### src/rtl/extend.sv
// ---------------------------------------------------------------------------
// extend
//
// Registered immediate extender sitting between instruction decode and the
// ALU operand mux. Widens an IN_W-bit field to OUT_W bits, zero- or
// sign-extending it. The source is either the whole field or its low byte.
// The result appears one cycle after the input cycle, together with a valid
// flag.
//
// Ports
//   clk        in   1      single clock, rising edge
//   rst        in   1      synchronous, active-high reset
//   a          in   IN_W   source field
//   sext       in   1      1 = sign-extend, 0 = zero-extend
//   size       in   1      0 = source is a[IN_W-1:0], 1 = source is a[7:0]
//   in_valid   in   1      qualifies a / sext / size this cycle
//   b          out  OUT_W  extended result (registered)
//   out_valid  out  1      b holds a result captured from an in_valid cycle
//
// Handshake: in_valid is a plain qualifier with no back-pressure. Each cycle
// with in_valid=1 yields one result on b with out_valid=1 one cycle later.
// A cycle with in_valid=0 leaves b unchanged and clears out_valid.
//
// Parameter constraints: OUT_W > IN_W, and IN_W >= 8 so that byte mode has a
// full byte to take.
// ---------------------------------------------------------------------------
module extend #(
    parameter int IN_W  = 16,
    parameter int OUT_W = 32
) (
    input  logic             clk,
    input  logic             rst,
    input  logic [IN_W-1:0]  a,
    input  logic             sext,
    input  logic             size,
    input  logic             in_valid,
    output logic [OUT_W-1:0] b,
    output logic             out_valid
);

    // Low-bit mask covering the selected source width. Bits outside the mask
    // are fill bits.
    localparam logic [OUT_W-1:0] HALF_MASK = {{(OUT_W-IN_W){1'b0}}, {IN_W{1'b1}}};
    localparam logic [OUT_W-1:0] BYTE_MASK = {{(OUT_W-8){1'b0}}, 8'hFF};

    logic [OUT_W-1:0] low_mask;
    logic [OUT_W-1:0] src_wide;
    logic             sign_bit;
    logic             fill_bit;
    logic [OUT_W-1:0] b_d;
    logic [OUT_W-1:0] b_q;
    logic             valid_d;
    logic             valid_q;

    always_comb begin
        low_mask = HALF_MASK;
        sign_bit = a[IN_W-1];
        if (size) begin
            low_mask = BYTE_MASK;
            sign_bit = a[7];
        end

        // Zero-extend a, then drop the bits a byte-mode source ignores.
        src_wide = {{(OUT_W-IN_W){1'b0}}, a} & low_mask;
        fill_bit = sext & sign_bit;

        // Fill sets every bit above the source; the low bits pass through.
        b_d = fill_bit ? (src_wide | ~low_mask) : src_wide;

        valid_d = in_valid;
    end

    always_ff @(posedge clk) begin
        if (rst) begin
            b_q     <= '0;
            valid_q <= 1'b0;
        end else begin
            valid_q <= valid_d;
            if (in_valid) begin
                b_q <= b_d;
            end
        end
    end

    assign b         = b_q;
    assign out_valid = valid_q;

endmodule

### config.mk
export PLATFORM = sky130hd
export DESIGN_NAME = extend
export DESIGN_NICKNAME = d
export VERILOG_FILES = /design/src/rtl/extend.sv
export SDC_FILE = /design/constraint.sdc
export NUM_CORES = 1
export LEC_CHECK = 0
export ABC_AREA = 1
export BUFFER_PORTS_ARGS = -buffer_cell sky130_fd_sc_hd__buf_2
export CAP_MARGIN = 20
export CORE_ASPECT_RATIO = 1.2
export CORE_MARGIN = 1.5
export CORE_UTILIZATION = 40
export DETAILED_ROUTE_END_ITERATION = 16
export HOLD_SLACK_MARGIN = 0.03
export MAX_ROUTING_LAYER = met4
export PLACE_DENSITY_LB_ADDON = 0.3
export SYNTH_ARGS = -nofsm -noshare
export SYNTH_HDL_FRONTEND = slang
export SYNTH_SLANG_ARGS = --single-unit
### constraint.sdc
create_clock -name clk -period 0.9 [get_ports clk]
set_input_delay 0.09 -clock clk [delete_from_list [all_inputs] [get_ports clk]]
set_output_delay 0.09 -clock clk [all_outputs]
set_load 0.03 [all_outputs]
* Yosys cells after proc, flatten, opt, wreduce, memory -nomap -nowiden
Index checks and enable logic that the tools add are counted.
** Word-level totals
- Register bits :: 33
- Bits in latches :: 0
- Bits in writable memories :: 0
- Memory bits (read-only) :: 0
- Output and inout port bits :: 33
- Logic and storage cells :: 9
- Memories :: 0
** Cells by class
- Add/subtract/negate cells :: 0
- Multiply operators :: 0
- Divide/modulo/power cells :: 0
- Magnitude comparators :: 0
- Eq/ne operators :: 0
- Shift-type cells :: 0
- Mux-type cells :: 3
- Bitwise operators :: 4
- Reduce and logical (&&, ||, !) cells :: 0
** Operator list (number)
- $and A16 B32 Y32 :: 1
- $mux W32 :: 1
- $not A32 Y32 :: 1
- $or A32 B32 Y32 :: 1
- $mux W16 :: 1
- $and A1 B1 Y1 :: 1
- $mux W1 :: 1

* Longest topological paths before layout
Gate-level depths: netlist of the first run.
- Depth in word-level cells :: 4
- Mapped depth :: 5
- Depth with buffers taken out :: 5

* Least setup slack after synthesis of the first run
No wires, ideal clock.
- Kind :: flip-flop to output port
- Start point :: register b[30] (netlist name)
- End point :: output b[17]
- Data arrival time :: 0.994 ns
- Required time :: 0.810 ns
- Path slack :: -0.184 ns
- Cell stages (with the launch flop) :: 2
- Buffers on the path :: 1
- Cells stage by stage :: dfxtp_1 > buf_4
** RTL lines
- to (decl) :: RTL line 37 : output logic [OUT_W-1:0] b,

==> results.yml, run 1 <==
outcome:
  outcome: "complete, but fails checks"
  violations: "DRC, setup timing"
routing:
  routedWlPerCell_um: 10.3
  vias_per_cell: 4.48
  drtIter0Drc: 22
  ant_nets: 0
  via_count: 798
  route.detailed.drc: 5
  routed_wl_mm: 1.83
  dr.pass1.iters: 10
power:
  power_per_cell_area_nw_per_um2: 1430
  p_int_uw: 1210
  p_switching_uw: 532
  leakage_uw: 0.000659
  power_frac_seq: 0.509
  netSwitchingFraction: 0.305
  ir_worst_vdd_mv: 1.04
  combPwrFrac: 0.280
  clock_power_share: 0.211
timing:
  period_minus_slack_ns: 1.00
  drv_slew: 0
  fin_skew_ns: 0
  holdWs_ns: 0.107
  setup_violations: 16
  clock.fmax_ghz: 0.998
  hold_viol: 0
  grt_setup_unrepaired: "true"
  tightest_slew_ns: 0.313
  finalCritPeriodShare: 1.11
  setup_slack_ns: -0.102
  max_slew_margin: 0.791
setup_path:
  critical_path_class: "flop to output pin"
  crit_family: "flip-flops"
  critPathArrivalTime_ns: 0.91
  worstPathCellList: "buf_4"
  r2r-start: "b[15]"
  crit_fanout: 17
  slowest_stage: "dfxtp_4"
  cp_num_buf_inv: 1
  worst-endpoint-required_ns: 0.81
  critPathMaxStageDelay_ns: 0.45
  critPathLaunch: "b[30]"
  cp-end-kind: "output pin"
  cp-start-kind: "flop"
finish:
  final_cell_area_um2: 1220
  fillers: 167
  diodes: 0
  syn_to_final_growth_pct: 48.2
  drive_gt1_frac: 0.465
  layout.nets: 182
  final_core_util: 0.642
global_routing:
  grtUsageTotal: 0.155
  first_global_vias: 627
  grt_max_degree: 19
  antenna_found_initial: 0
  gr-total-overflow: 0
  grt_pass1_wl_mm: 2.59
min_path:
  worst_hold_path_type: "primary input to flop"
  hp-start: "a[13]"
placement:
  place_area_um2: 972
  gp_congestion: 0.715
  numPortBuffers: 53
  hpwl_mm: 1.18
yosys:
  synth_compound_area_frac: 0.0488
  synthAdderAreaFrac: 0
  synth_seq_cells: 18
  synthCells: 112
  ys.warnings.count: 0
  syn_nets: 133
  syn-cell-area_um2: 821
  ys_seq_area_frac: 0.439
  synth_top_family_by_area: "simple AND/OR/NAND/NOR gates"
  synth_mux_area_frac: 0
  synth-simple-area-share: 0.322
  yosys.cell_types.count: 12
  syn_area_per_cell_um2: 7.33
  synth_xor_area_frac: 0
cts:
  cts_tree: "built"
  clk_latency_ns: 0.27
  clock_sinks: 18
  cts_buffers: 3
  clk_pin_slew_worst_paths_ns: 0.09
  cts_buffer_depth: 2
  h-tree-depth: 1
  clockRootBuffer: "clkbuf_4"
floorplanning:
  fp.dieArea_um2: 2330
  placeableCoreArea_um2: 1890
  die_x_um: 44.4
  rows: 17
  start_util: 0.434
  io_pins: 54
  die_height_um: 52.6
job:
  drv_cap: 0
## path summary, 6_finish.rpt
| kind | endpoint | slack, ns | cells past startpoint |
|---|---|---|---|
| setup / recovery | b[28] | -0.10 | 1 |
| setup reg to reg | b[15] | 0.26 | 2 |
| hold / removal | b[13] | 0.11 | 5 |
| hold reg to reg | b[7] | 0.45 | 2 |
## registers in the layout, summed over array words and instances (netlist names)
register	flops
out_valid	1
b	17
## layout by cell type (no fill, tap or decap)
cell type	synthesis	layout
buf_2	0	20
dfxtp_2	0	9
inv_4	1	1
clkbuf_4	0	4
buf_6	1	12
dlygate4sd3_1	0	8
inv_2	3	3
nor2_4	2	2
nor2_1	17	17
dfxtp_4	0	1
dfxtp_1	18	8
nand2_2	2	2
o21ai_0	6	6
buf_4	15	20
nand2_1	44	44
o21ai_1	2	2
## final cells by class
type                            count  area, µm²  share of cell area
Timing Repair Buffer               61        473               0.389
Tap cell                           19       23.8              0.0195
Multi-Input combinational cell     73        304               0.250
Inverter                            4       17.5              0.0144
Clock buffer                        3       22.5              0.0185
Sequential cell                    18        375               0.309
## through the flow
stage,setup WS (ns),instances,TNS [ns],total power [µW]
6_report,-0.102,178,-1.59,1740
3_5_place_dp,0.114,167,0,1290
2_1_floorplan,0.0549,112,0,1200
3_3_place_gp,0.133,167,0,1280
5_1_grt,-0.158,178,-2.49,1840
4_1_cts,-0.109,178,-1.72,1720
## power by group through the flow
stage / clock (µW) / combinational [µW] / sequential [µW]
CTS: 384 / 462 / 875
floorplan: 0 / 207 / 992
global route: 419 / 527 / 893
finish: 368 / 488 / 887
detailed placement: 0 / 399 / 891
global placement: 0 / 394 / 889
## synth_stat cells, drive strengths merged
library cell / n / area [µm²]
nand2: 46 / 178
o21ai: 8 / 40.0
dfxtp: 18 / 360
inv: 4 / 17.5
nor2: 19 / 86.3
buf: 17 / 139
## layer usage
layer | vias to the layer above | GRT usage | share of wire
li1 | 421 | - | -
met1 | 344 | 0.168 | 0.38
met2 | 33 | 0.265 | 0.55
met3 | 0 | 0.0379 | 0.066
met4 | 0 | 0.0657 | 0
met5 | - | - | 0
## cells by family after synthesis
kind of cell,after synthesis
compound gates,8
flops,18
buf+inv,21
simple gates,65
## timing repair
item | 4_1_cts | 5_1_grt
hold buffers | 8 | 0
hold endpoints to repair | 8 | 0
setup endpoints to repair | 29 | 30
gates resized for setup | 30 | 28
setup buffers | 0 | 0
No activity file was read; power rests on OpenSTA's default activity.
==> run 2: changes to the inputs <==
PLACE_DENSITY = 0.88   (was default)
PLACE_DENSITY_LB_ADDON = default   (was 0.3)
==> run 2 against run 1 <==
Critical path type unchanged. Sequential power rose by 0.7%. The flow finishes with violations (setup timing). Count of clock-buffer cells in the layout is 1 higher. Non-clock buffer count unchanged. Via count increased by 4.3%. Critical endpoint is now b[16]. Critical path depth unchanged. Maximum frequency shrank 2.2%. Hold slack worse by 0.0091 ns. Die area did not move. Clock power increased by 37%. Power up 8.9%. Utilization increased by 2.2 points. Sequential share of layout area decreased by 0.32 points.
==> results.yml, run 2 (synthesized netlist as in run 1, its figures left out) <==
timing:
  clock.fmax_ghz: 0.976
  fin_skew_ns: 0
  drv_slew: 0
  period_minus_slack_ns: 1.02
  hold_viol: 0
  setup_violations: 16
  tightest_slew_ns: 0.314
  setup_slack_ns: -0.124
  holdWs_ns: 0.0975
  grt_setup_unrepaired: "true"
  max_slew_margin: 0.791
  finalCritPeriodShare: 1.14
setup_path:
  worst-endpoint-required_ns: 0.81
  cp-end-kind: "output pin"
  crit_family: "flip-flops"
  critPathMaxStageDelay_ns: 0.45
  cp_num_buf_inv: 1
  critical_path_class: "flop to output pin"
  critPathArrivalTime_ns: 0.93
  worstPathCellList: "buf_4"
  crit_fanout: 17
  cp-start-kind: "flop"
  slowest_stage: "dfxtp_4"
global_routing:
  antenna_found_initial: 0
  grt_pass1_wl_mm: 3.08
  grt_max_degree: 19
  gr-total-overflow: 0
  grtUsageTotal: 0.186
  first_global_vias: 763
outcome:
  violations: "setup timing"
  outcome: "complete, but fails checks"
power:
  power.total_uw: 1900
  leakage_uw: 0.000674
  ir_worst_vdd_mv: 1.08
  power_per_cell_area_nw_per_um2: 1510
routing:
  via_count: 832
  routedWlPerCell_um: 11.2
  vias_per_cell: 4.65
  dr.pass1.iters: 6
  routed_wl_mm: 2.00
  route.detailed.drc: 0
  ant_nets: 0
  drtIter0Drc: 18
floorplanning:
  rows: 17
  start_util: 0.434
  fp.dieArea_um2: 2330
  io_pins: 54
  die_x_um: 44.4
  placeableCoreArea_um2: 1890
  die_height_um: 52.6
placement:
  placedCellCount: 167
  place_area_um2: 972
  hpwl_mm: 1.23
  place_ws_ns: 0.121
  gp_congestion: 0.757
  numPortBuffers: 53
cts:
  clock_sinks: 18
  postCtsSetupRepairBufs: 0
  clk_latency_ns: 0.30
  cts_tree: "built"
  cts_buffer_depth: 2
  clk_pin_slew_worst_paths_ns: 0.11
  clockRootBuffer: "clkbuf_4"
  cts_buffers: 3
  h-tree-depth: 1
finish:
  layout_common_cells: "nand2_1 (44), buf_2 (20), nor2_1 (17), buf_6 (17)"
  final_cells: 179
  fillers: 143
  largest_register_ffs: 17
  final_common_cell: "nand2_1"
  drive_gt1_frac: 0.513
  syn_to_final_growth_pct: 53.2
  diodes: 0
  final_cell_area_um2: 1260
  layout.nets: 182
job:
  drv_cap: 0
min_path:
  worst_hold_path_type: "primary input to flop"
## run 2: metrics by stage
stage	setup TNS (ns)	utilization
finish	-1.96	0.664
detailed placement	0	0.514
CTS	-2.04	0.630
floorplan	0	-
global placement	0	0.514
global route	-2.70	0.664
## run 2: power by group
group	total, µW	switching [µW]	leakage (µW)	internal (µW)
Combinational	500	285	0.000498	215
Sequential	893	39.1	0.000155	854
Clock	505	258	0.0000210	247
## run 2: layer usage
layer	GRT usage	vias up	part of all wire
met5	-	-	0
met4	0.0909	0	0.021
met3	0.0448	4	0.062
met2	0.348	44	0.55
met1	0.172	364	0.37
li1	-	420	-
## run 2: area by class of cell
type | instances | area, µm² | share of cell area
Tap cell | 19 | 23.8 | 0.0189
Sequential cell | 18 | 384 | 0.305
Inverter | 4 | 17.5 | 0.0139
Clock buffer | 4 | 36.3 | 0.0289
Timing Repair Buffer | 61 | 492 | 0.391
Multi-Input combinational cell | 73 | 304 | 0.242
## run 2: path summary, 6_finish.rpt
path                            startpoint    end  slack [ns]  cells past startpoint
worst max-delay path                 b[30]  b[16]       -0.12                      1
worst max register to register       b[10]  b[10]        0.23                      2
worst min-delay path                  a[8]   b[8]         0.1                      5
worst min register to register        b[6]   b[6]        0.47                      2
## run 2: timing repair
item / in CTS / in global routing
hold buffers: 8 / 0
gates resized for setup: 39 / 28
hold endpoints to repair: 8 / 0
setup endpoints to repair: 33 / 33
